--- src/rtl/hazard_ctrl.sv ---
// Pipeline hazard controller for the 5-stage RISC-V core.
//   - Execute-stage operand forwarding selects (M result beats W result, x0 never forwarded)
//   - Load-use stall and taken-branch flush strobes
//   - Multi-cycle Execute sequencer (IDLE/BUSY/DONE) that freezes F/D/E and bubbles M
//   - Saturating count of cycles with StallF asserted
// Ports:
//   clk, reset                 clock (rising edge), asynchronous active-high reset
//   Rs1D/Rs2D                  source registers of the Decode instruction
//   Rs1E/Rs2E/RdE              source/destination registers of the Execute instruction
//   RdM/RegWriteM, RdW/RegWriteW  destination and write enable of Memory / Writeback
//   LoadE, PCSrcE, MultiCycE   Execute is a load / taken redirect / multi-cycle op
//   ForwardAE/ForwardBE        00 register file, 01 ResultW, 10 ALUResultM
//   StallF/StallD/StallE       hold PC, F/D and D/E registers
//   FlushD/FlushE/FlushM       clear F/D, D/E and E/M registers
//   McStart/McValid            multi-cycle operand latch pulse / result valid
//   StallCount                 saturating stall-cycle counter
module hazard_ctrl #(
  parameter int unsigned MC_LATENCY = 4,
  parameter int unsigned CNT_W      = 32
) (
  input  logic             clk,
  input  logic             reset,
  input  logic [4:0]       Rs1D,
  input  logic [4:0]       Rs2D,
  input  logic [4:0]       Rs1E,
  input  logic [4:0]       Rs2E,
  input  logic [4:0]       RdE,
  input  logic [4:0]       RdM,
  input  logic [4:0]       RdW,
  input  logic             RegWriteM,
  input  logic             RegWriteW,
  input  logic             LoadE,
  input  logic             PCSrcE,
  input  logic             MultiCycE,
  output logic [1:0]       ForwardAE,
  output logic [1:0]       ForwardBE,
  output logic             StallF,
  output logic             StallD,
  output logic             StallE,
  output logic             FlushD,
  output logic             FlushE,
  output logic             FlushM,
  output logic             McStart,
  output logic             McValid,
  output logic [CNT_W-1:0] StallCount
);

  localparam int unsigned CntBits = $clog2(MC_LATENCY + 1);

  typedef enum logic [1:0] {StIdle, StBusy, StDone} state_e;

  state_e             state_q, state_d;
  logic [CntBits-1:0] cnt_q, cnt_d;
  logic [CNT_W-1:0]   stall_count_q, stall_count_d;

  logic lw_stall;
  logic mc_stall;
  logic mc_start;
  logic mc_valid;

  // Forwarding is purely combinational and is not gated by reset.
  always_comb begin
    ForwardAE = 2'b00;
    if (RegWriteM && (RdM != 5'd0) && (RdM == Rs1E)) begin
      ForwardAE = 2'b10;
    end else if (RegWriteW && (RdW != 5'd0) && (RdW == Rs1E)) begin
      ForwardAE = 2'b01;
    end

    ForwardBE = 2'b00;
    if (RegWriteM && (RdM != 5'd0) && (RdM == Rs2E)) begin
      ForwardBE = 2'b10;
    end else if (RegWriteW && (RdW != 5'd0) && (RdW == Rs2E)) begin
      ForwardBE = 2'b01;
    end
  end

  assign lw_stall = LoadE && (RdE != 5'd0) && ((RdE == Rs1D) || (RdE == Rs2D));

  // Multi-cycle sequencer. A redirect in the same cycle kills the op, so no start.
  always_comb begin
    state_d  = state_q;
    cnt_d    = cnt_q;
    mc_stall = 1'b0;
    mc_start = 1'b0;
    mc_valid = 1'b0;
    unique case (state_q)
      StIdle: begin
        if (MultiCycE && !PCSrcE) begin
          mc_start = 1'b1;
          mc_stall = 1'b1;
          cnt_d    = CntBits'(MC_LATENCY - 1);
          state_d  = StBusy;
        end
      end
      StBusy: begin
        mc_stall = 1'b1;
        if (cnt_q == '0) begin
          state_d = StDone;
        end else begin
          cnt_d = cnt_q - CntBits'(1);
        end
      end
      StDone: begin
        // Op leaves E at the end of this cycle; MultiCycE here belongs to it, so no restart.
        mc_valid = 1'b1;
        state_d  = StIdle;
      end
      default: state_d = StIdle;
    endcase
  end

  // Strobe generation: an active multi-cycle stall overrides load-use and branch flushes.
  always_comb begin
    StallF  = 1'b0;
    StallD  = 1'b0;
    StallE  = 1'b0;
    FlushD  = 1'b0;
    FlushE  = 1'b0;
    FlushM  = 1'b0;
    McStart = 1'b0;
    McValid = 1'b0;
    if (!reset) begin
      McStart = mc_start;
      McValid = mc_valid;
      if (mc_stall) begin
        StallF = 1'b1;
        StallD = 1'b1;
        StallE = 1'b1;
        FlushM = 1'b1;
      end else begin
        StallF = lw_stall;
        StallD = lw_stall;
        FlushD = PCSrcE;
        FlushE = lw_stall || PCSrcE;
      end
    end
  end

  always_comb begin
    stall_count_d = stall_count_q;
    if (StallF && (stall_count_q != '1)) begin
      stall_count_d = stall_count_q + CNT_W'(1);
    end
  end

  assign StallCount = stall_count_q;

  always_ff @(posedge clk or posedge reset) begin
    if (reset) begin
      state_q       <= StIdle;
      cnt_q         <= '0;
      stall_count_q <= '0;
    end else begin
      state_q       <= state_d;
      cnt_q         <= cnt_d;
      stall_count_q <= stall_count_d;
    end
  end

endmodule
--- config.mk ---
export PLATFORM = sky130hd
export DESIGN_NAME = hazard_ctrl
export DESIGN_NICKNAME = d
export VERILOG_FILES = /design/src/rtl/hazard_ctrl.sv
export SDC_FILE = /design/constraint.sdc
export NUM_CORES = 1
export LEC_CHECK = 0
export ABC_AREA = 1
export BUFFER_PORTS_ARGS = -buffer_cell sky130_fd_sc_hd__buf_2
export CAP_MARGIN = 20
export CORE_MARGIN = 4
export CORE_UTILIZATION = 50
export CTS_CLUSTER_DIAMETER = 40
export DETAILED_ROUTE_END_ITERATION = 10
export GPL_TIMING_DRIVEN = 0
export PLACE_DENSITY = 0.84
export RECOVER_POWER = 50
export SLEW_MARGIN = 10
export SYNTH_ARGS = -nofsm -noshare
export SYNTH_HDL_FRONTEND = slang
export SYNTH_SLANG_ARGS = --single-unit
--- constraint.sdc ---
create_clock -name clk -period 3.5 [get_ports clk]
set_input_delay 0.875 -clock clk [delete_from_list [all_inputs] [get_ports clk]]
set_output_delay 0.875 -clock clk [all_outputs]
set_load 0.005 [all_outputs]
### After elaboration in Yosys (flattened, before gate mapping)

Index checks and enable logic that the tools add are counted.

* logic and storage cells: 62
* input bits: 42
* output and inout bits: 44
* register bits: 37

* equal/unequal tests: 12
* mux-type cells: 24
* reductions and logical operators: 21
* $add $sub $neg: 2

Operators by type and width (count)
* 32-bit by 1-bit adder with 32-bit output, second input constant: 1
* 32-bit inequality test, second input constant: 1
* 5-bit equality test: 6
* 1-bit two-way mux: 15
* 5-bit nonzero test: 3
* 1-bit logical AND: 10
* 2-bit two-way mux: 4
* 3-bit two-way mux: 2
* 2-bit inequality test, second input constant: 3
* 3-bit case mux with 2 select lines: 1
* 2-bit case mux with 2 select lines: 1
* 3-bit zero test: 1
* 3-bit AND reduction: 1
* 3-bit by 1-bit subtractor with 3-bit output, second input constant: 1
* 2-bit by 1-bit equality test with 1-bit output, second input constant: 1
* 2-bit equality test, second input constant: 1
* 2-bit zero test: 1
* 1-bit logical OR: 2
* 1-bit case mux with 2 select lines: 1
* 2-bit AND reduction: 1
* 2-bit nonzero test: 1
* 1-bit zero test: 1

### Logic depth before layout (Yosys ltp)

* depth in word-level cells: 7
* gate-level depth with buffers: 12
* depth with buffers taken out: 11

### Least setup slack after synthesis

Ideal clock, no wire load.

* path kind: input port to output port
* start point: input port reset
* end point: output port StallF
* data required time: 2.625 ns
* slack: 0.225 ns
* data arrival time: 2.400 ns
* buffers on the path: 2
* stages on the path: 5
* cells stage by stage: inv_1 -> nand2_1 -> nand2_1 -> buf_2 -> buf_4

* longest elaborated chain between the ends: 1

RTL lines
* start: declaration: RTL line 22 `input logic reset,`
* 1-bit two-way mux
* end: declaration: RTL line 37 `output logic StallF,`

No other way between the ends.

### Final worst setup path

* start point: input port reset
* end point: output port StallF

* longest elaborated chain between the ends: 1

RTL lines
* 1-bit two-way mux: RTL line 123 `if (!reset) begin`

No other way between the ends.

==> flow_metrics.tcl <==
set metrics [dict create \
    use_met3_pct 3.34 \
    synth_area_leaders "dfrtp_1, nand2_1, inv_1" \
    hold_slack_ns 0.483 \
    post-cts-setup-buffer-count 0 \
    hold_start "cnt_q[0]$_DFFE_PP0P_" \
    synth_top_cell_area_share_pct 31.5 \
    rows 27 \
    p_sw_share_pct 35.0 \
    p_switching_mw 0.476 \
    drt_iter0_drc 223 \
    grt_first_pass_wirelength_um 12700 \
    power_density_mw_per_mm2 379 \
    rsz0062_at_grt "no" \
    drc 0 \
    hold_class "register to register" \
    area_growth_pct 22.2 \
    slew_violations 0 \
    syn_nets 493 \
    ys.flop_type "dfrtp_1" \
    grt_start_max_net_pins 23 \
    start_kind "input pin" \
    worst-slew-pin-transition_ns 0.436 \
    synth.distinct_cells 26 \
    syn_area_sq_mm 0.00294 \
    cts_tree "built" \
    seqPwrFrac_pct 38.8 \
    arrival_ns 2.41 \
    period_share_pct 93.8 \
    post-place-ws_ns 0.166 \
    ir_worst_vdd_mv 0.249 \
    dieHeight_um 84.6 \
    grt_usage_pct 21.0 \
    cp.required_ns 2.62 \
    maxCapViolations 0 \
    dp_cells 606 \
    end_kind "primary output" \
    drtAntennaViolNets 0 \
    met1_usage_pct 25.2 \
    power_leakage_nw 2.06 \
    num_vias 3060 \
    grt_util_met2_pct 38.4 \
    setup_ws_ns 0.217 \
    synth.yosys.warnings 0 \
    multi_input_area_sq_mm 0.00167 \
    place_area_sq_mm 0.00348 \
    synth-seq-cells 37 \
    root_buffer "clkbuf_8" \
    dr.pass1.iters 4 \
    avgViaCountPerCell 4.98 \
    setup_viol 0 \
    post_cts_resized 0 \
    antenna_found_initial 0 \
    num_antenna_cells 0 \
    clk_pin_slew_ns 0.07 \
    place_congestion 0.920 \
    hold_viol_final 0 \
    stdcell_count 614 \
    hpwlAfterDp_um 6000 \
    layout.nets 586 \
    tns_ns 0 \
    clockBufferDepth 2 \
    pwr-share-comb_pct 32.4 \
    syn_inst 448 \
    fin_util_pct 64.0 \
    overflow 0 \
    design_area_sq_mm 0.00359 \
    yosysSeqAreaShare_pct 31.5 \
    rr_startpoint "StallCount[0]$_DFFE_PP0P_" \
    crit_start "reset" \
    fillerInstances 530 \
    critical_path_class "input pin to primary output" \
    synth_top_cell_by_area "dfrtp_1" \
    avgSynthCellArea_sq_um 6.55 \
    internal_power_mw 0.884 \
    dieArea_sq_mm 0.00716 \
    htree_levels 2 \
    numPortBuffers 85 \
    busiest_layer "met2" \
    finalCriticalPeriod_ns 3.28 \
    cts_num_sinks 37 \
    p_clk_share_pct 28.8 \
    status "complete, no violations" \
    max_freq_mhz 305 \
    worst-path-max-fanout 22 \
    seq_area_sq_um 926 \
    max_slew_margin_pct 70.9 \
    ios 86 \
    cts_buffers 5 \
    clk_latency_ns 0.29 \
    synth_edf_count 0 \
    cts-hold-fix-buffers 0 \
    grt_pass1_vias 2977 \
    die-width_um 84.6 \
    p_total_mw 1.36 \
    routedWlPerCell_um 12.2 \
    initial_core_util_pct 52.4 \
    clock_skew_ns 0.00619 \
    routed_wl_um 7520 \
    drive_gt1_share_pct 22.7 \
    synthArstFlopShare_pct 100 \
    core-area_sq_mm 0.00561 \
]
-- cell usage in the layout (no fill, tap or decap), drive strengths merged --
cell type / count
inv: 72
o21ai: 3
dfrtp: 37
and3: 1
xor2: 13
nand2: 164
nand4: 9
ha: 3
bufinv: 1
nand3: 52
nor2: 46
buf: 90
clkbuf: 13
a21oi: 4
nor4: 2
nor3: 11
nand3b: 4
xnor2: 17
-- per-layer routing --
metal	vias up	wire length (um)
met5	-	0
li1	1559	-
met1	1406	3180
met3	12	369
met4	0	125
met2	83	3840
-- flip-flops by register name, indices dropped and copies added (netlist names) --
| register | cells |
|---|---|
| StallCount | 32 |
| cnt_q | 3 |
| state_q | 2 |
-- power groups by stage --
| stage | sequential (mW) | combinational, mW | clock [mW] |
|---|---|---|---|
| 2_1_floorplan | 0.528 | 0.291 | 0 |
| 3_3_place_gp | 0.530 | 0.427 | 0 |
| 3_5_place_dp | 0.535 | 0.447 | 0 |
| 4_1_cts | 0.527 | 0.447 | 0.395 |
| 5_1_grt | 0.534 | 0.504 | 0.411 |
| 6_report | 0.528 | 0.441 | 0.392 |
-- final timing paths --
kind / endpoint / slack [ns] / cells after the start
max: StallF / 0.22 / 8
min: cnt_q[0]$_DFFE_PP0P_ / 0.48 / 1
max reg2reg: StallCount[5]$_DFFE_PP0P_ / 1.52 / 10
min reg2reg: cnt_q[0]$_DFFE_PP0P_ / 0.48 / 1
max in group asynchronous: StallCount[27]$_DFFE_PP0P_ / 2.43 / 3
min in group asynchronous: cnt_q[2]$_DFFE_PP0P_ / 0.61 / 2
-- cell type report --
cell class	count	area share, %
Tap cell	72	2.51
Timing Repair Buffer	86	12.4
Sequential cell	37	25.8
Clock buffer	7	2.41
Multi-Input combinational cell	329	46.5
Buffer	10	1.95
Clock inverter	1	0.837
Inverter	72	7.53
-- Yosys cell counts, types with 4 or more instances --
| cell type | count |
|---|---|
| nor3_1 | 11 |
| buf_2 | 5 |
| a21oi_1 | 4 |
| xnor2_1 | 17 |
| nand3b_1 | 4 |
| nand3_2 | 14 |
| inv_1 | 70 |
| nor2_1 | 42 |
| dfrtp_1 | 37 |
| nand2_1 | 160 |
| nand3_1 | 37 |
| nand4_1 | 9 |
| xor2_1 | 13 |
-- cells by family (layout without fill, tap and decap cells) --
family / after synthesis / in the layout / synth area share (%)
xor gates and xnor gates: 30 / 30 / 8.95
DFF: 37 / 37 / 31.5
and+or+nand+nor: 289 / 289 / 45.5
adders and majority gates: 3 / 3 / 1.28
buffers and inverters: 82 / 176 / 11.6
AOI/OAI and AO/OA: 7 / 7 / 1.19
-- worst max-delay path: stages --
cell     delay, ns
buf_2         0.13
inv_2         0.33
buf_16        0.22
nand3_1       0.09
nand2_1       0.22
buf_2         0.30
buf_4         0.14
buf_2         0.09
No activity file was read; power rests on OpenSTA's default activity.
